$ cat config.mk
export PLATFORM = sky130hd
export DESIGN_NAME = sequential_multiplier
export DESIGN_NICKNAME = d
export VERILOG_FILES = /design/src/rtl/sequential_multiplier.sv
export SDC_FILE = /design/constraint.sdc
export NUM_CORES = 1
export LEC_CHECK = 0
export ABC_AREA = 1
export CORE_ASPECT_RATIO = 1.1
export CORE_MARGIN = 2
export CORE_UTILIZATION = 45
export CTS_CLUSTER_DIAMETER = 60
export DETAILED_ROUTE_END_ITERATION = 6
export PLACE_DENSITY = 0.68
export SYNTH_ARGS = -nofsm -noshare
export SYNTH_HDL_FRONTEND = slang
export SYNTH_SLANG_ARGS = --single-unit
$ cat constraint.sdc
create_clock -name clk -period 2.35 [get_ports clk]
set_input_delay 0.3525 -clock clk [delete_from_list [all_inputs] [get_ports clk]]
set_output_delay 0.3525 -clock clk [all_outputs]
set_load 0.005 [all_outputs]
$ cat src/rtl/sequential_multiplier.sv
// Bit-serial shift-add multiplier: scaled_count (8b) x multiplier (24b) -> 24-bit saturated count.
// One multiplicand bit is consumed per TEST/[ADD]/SHIFT/CHECK_CNT pass, so a single 32-bit adder suffices.
module sequential_multiplier (
    input  logic        clk,
    input  logic        n_rst,
    input  logic        sample_now,
    input  logic [7:0]  scaled_count,
    input  logic [23:0] multiplier,
    output logic [23:0] count,
    output logic        overflow,
    output logic        done,
    output logic        busy
);

    localparam logic [2:0] S_IDLE      = 3'd0;
    localparam logic [2:0] S_TEST      = 3'd1;
    localparam logic [2:0] S_ADD       = 3'd2;
    localparam logic [2:0] S_SHIFT     = 3'd3;
    localparam logic [2:0] S_CHECK_CNT = 3'd4;

    logic [2:0]  state;
    logic [31:0] acc;
    logic [31:0] mcand;
    logic [7:0]  mbits;
    logic [2:0]  n;

    // Clamp the 32-bit accumulator to the 24-bit result range.
    function automatic logic [23:0] sat24(input logic [31:0] a);
        return (a[31:24] == 8'd0) ? a[23:0] : 24'hFFFFFF;
    endfunction

    function automatic logic ovf24(input logic [31:0] a);
        return |a[31:24];
    endfunction

    assign busy = (state != S_IDLE);

    always_ff @(posedge clk or negedge n_rst) begin
        if (!n_rst) begin
            state    <= S_IDLE;
            acc      <= 32'd0;
            mcand    <= 32'd0;
            mbits    <= 8'd0;
            n        <= 3'd0;
            count    <= 24'd0;
            overflow <= 1'b0;
            done     <= 1'b0;
        end else begin
            done <= 1'b0;
            case (state)
                S_IDLE: begin
                    if (sample_now) begin
                        acc   <= 32'd0;
                        mcand <= {8'd0, multiplier};
                        mbits <= scaled_count;
                        n     <= 3'd0;
                        state <= S_TEST;
                    end
                end
                S_TEST: begin
                    state <= mbits[0] ? S_ADD : S_SHIFT;
                end
                S_ADD: begin
                    // 8x24 product fits in 32 bits, so no carry-out is lost here.
                    acc   <= acc + mcand;
                    state <= S_SHIFT;
                end
                S_SHIFT: begin
                    mcand <= mcand << 1;
                    mbits <= mbits >> 1;
                    state <= S_CHECK_CNT;
                end
                S_CHECK_CNT: begin
                    if (n == 3'd7) begin
                        n        <= 3'd0;
                        state    <= S_IDLE;
                        count    <= sat24(acc);
                        overflow <= ovf24(acc);
                        done     <= 1'b1;
                    end else begin
                        n     <= n + 3'd1;
                        state <= S_TEST;
                    end
                end
                default: begin
                    state <= S_IDLE;
                end
            endcase
        end
    end

endmodule

==> reports/metrics.cfg <==
[status]
status=complete, but fails checks
failed_checks=hold timing

[timing]
fin_crit_sh=0.917
tns_ns=0
hold_ws_ns=-0.0124
hold_violations=38
rsz0062_at_grt=no
min_period_ns=2.15
fmax_mhz=464
skew_ns=0.00680
setup-violations-final=0
worst_pin_slew_ns=0.557
relSlewSlack=0.629
finalMaxSlewViolations=0

[drt]
drtIter0Drc=397
wl_met1_um=8170
vias_per_cell=4.92
ant_nets=0
wl_met3_um=810
route.met2.wl_um=7260
drc=0
wirelength_um=16600
vias=5996
wl_per_cell_um=13.6
drt-pass1-iter-count=5
routed.top_layer=met4

[final_layout]
final_cell_area_mm2=0.00771
fin_nets=1091
antennaDiodeCount=0
synthToLayoutAreaGrowth_pct=17.4
utilization=0.538
drive_gt1_frac=0.0438

[synthesis]
avgSynthCellArea_um2=6.85
syn-cell-area_mm2=0.00657
yosysWarningCount=0
synth_seq_cells=104
seq_area_frac_synth=0.396
syn_inst=960
syn_nets=1029
synthDistinctLibCells=35

[grt]
grt_max_degree=46
antenna_found_initial=0
grt_overflow=0
grt_pass1_wl_um=27700
grt_use_total=0.229
first_global_vias=5729

[critical_path]
crit_type=reg2reg
slowest_stage=fa_1
crit_buf_inv=2
crit_arrival_ns=2.39
critPathMaxStageDelay_ns=0.41
critical_path.top_delay_family=simple AND/OR/NAND/NOR gates
cp-end-kind=flip-flop
required_ns=2.59
start_kind=flip-flop
cp_cell_sequence=ha_1, inv_1, fa_1, inv_1, nand3_1, nand3_1, nand2_1, nand3_1, nand2_1, nand2_1, nand2_1, nand3_1, o21ai_0
worstPathMaxFanout=4

[floorplan]
fp-row-count=46
io_pins=62
die_area_mm2=0.0156
core-area_mm2=0.0143
die_w_um=119
die_y_um=131
start_util=0.459

[power]
combPwrFrac=0.589
ir_drop_mv=0.653
power_switching_w=0.00541
powerDensity_mw_per_mm2=1400
p_int_w=0.00536
p_seq_frac=0.271
clockPowerShare=0.140
power.leakage_nw=4.10
switching_share=0.502

[clock_tree]
clock_latency_ns=0.36
clk_transition_reported_paths_ns=0.07
cts_root_buffer=clkbuf_16
postCtsSetupBuffers=0
cts.sinks=104
cts_hold_buf=0
htree_levels=3
cts_buffers=9
clockBufferDepth=2
ctsResizeCount=0
cts_tree=built

[flow_run]
cap_violations=0

[placement]
dpl.hpwl_um=13000
place.port_buffers=61
gp_congestion=0.969
place_area_mm2=0.00742

[worst_hold_path]
hold_path_class=in2async

## kinds of logic after synthesis
kind of cell    after synthesis  share of synthesized area
fa+ha+maj                    34                     0.0659
flops                       104                      0.396
xor+xnor                      3                    0.00400
simple gates                554                      0.347
compound gates               94                     0.0823
buf+inv                     171                      0.105
## metrics by stage
step / hold WS (ns) / cells / total power, W / setup slack [ns]
final: -0.0124 / 1219 / 0.0108 / 0.196
after global routing: 0.0350 / 1219 / 0.0118 / 0.00917
after CTS: 0.000872 / 1219 / 0.0108 / 0.229
after detailed placement: 0.388 / 1203 / 0.00922 / 0.271
after global placement: 0.386 / 1203 / 0.00914 / 0.323
after floorplan: 0.0569 / 960 / 0.00749 / 0.547
## layout by cell type (no fill, tap or decap)
master,count
nor3_1,59
inv_6,1
ha_1,33
a21oi_1,29
buf_12,2
nor4_1,2
nand3_2,1
nor3_4,1
nor3_2,1
o31ai_1,1
or2_2,3
nand2_1,328
buf_4,14
clkinv_2,3
nand3_1,48
nand2_2,2
inv_2,3
o21ai_0,36
o211ai_1,7
a32o_1,2
clkbuf_1,1
o21bai_1,3
xnor2_1,1
clkbuf_16,9
a211oi_1,3
xor2_1,2
a21o_1,1
fa_1,1
nor2_4,2
o22ai_1,9
nand4_1,3
dfrtp_1,104
nor2_1,104
bufinv_16,1
inv_4,1
inv_1,142
a22o_1,3
clkdlybuf4s50_1,60
clkbuf_8,1
## final timing paths
| check | start | end | slack, ns | depth (start not counted) |
|---|---|---|---|---|
| worst min register to register | overflow | overflow | 0.48 | 2 |
| worst max-delay path | acc[0] | acc[20] | 0.20 | 13 |
| max in group asynchronous | n_rst | count[12] | 1.75 | 2 |
| min in group clk | overflow | overflow | 0.48 | 2 |
| worst max register to register | acc[0] | acc[20] | 0.20 | 13 |
| worst min-delay path | n_rst | mbits[2] | -0.01 | 1 |
## Yosys cell counts, drive strengths merged
master    n  area (µm²)
nand2   330        1240
inv     146         551
nor2    106         413
dfrtp   104        2600
nor3     61         322
nand3    49         250
o21ai    36         180
ha       33         413
a21oi    29         145
buf      17         110
o22ai     9        56.3
clkbuf    8        30.0
o211ai    7        52.6
a211oi    3        22.5
a22o      3        26.3
nand4     3        18.8
o21bai    3        22.5
or2       3        18.8
a32o      2        20.0
nor4      2        12.5
xor2      2        17.5
a21o      1        7.51
fa        1        20.0
o31ai     1        7.51
xnor2     1        8.76
## per-layer routing
layer	vias to the layer above	global-route usage
met2	142	0.367
met3	21	0.0334
met4	0	0.0966
met5	-	0
met1	2686	0.313
li1	3147	-
## layout make-up
type                       count  area, µm²
sequential                   104       2600
tap                          192        240
inverter                     146        551
timing repair buffer          76        746
fill                        1451       6620
clock inverter                 5       53.8
clock buffer                  11        243
multi-input combinational    685       3280
## registers in the layout, summed over array words and instances, names as in the netlist
register and cells:
done 1, acc 32, overflow 1, state 3, mbits 8, mcand 32, count 24, n 3
## power by group through the flow
stage               clock network [W]  logic (W)  registers (W)
global placement                    0    0.00621        0.00292
floorplan                           0    0.00478        0.00272
detailed placement                  0    0.00628        0.00294
finish                        0.00151    0.00635        0.00292
CTS                           0.00155    0.00632        0.00290
global route                  0.00162    0.00723        0.00299
## worst reg2reg max path: stages, from the launching register on
cell and delay (ns):
dfrtp_1 0.37, ha_1 0.22, inv_1 0.08, fa_1 0.41
inv_1 0.11, nand3_1 0.07, nand3_1 0.16, nand2_1 0.08
nand3_1 0.16, nand2_1 0.10, nand2_1 0.07, nand2_1 0.05
nand3_1 0.06, o21ai_0 0.08
(Power assumes the default switching activity.)
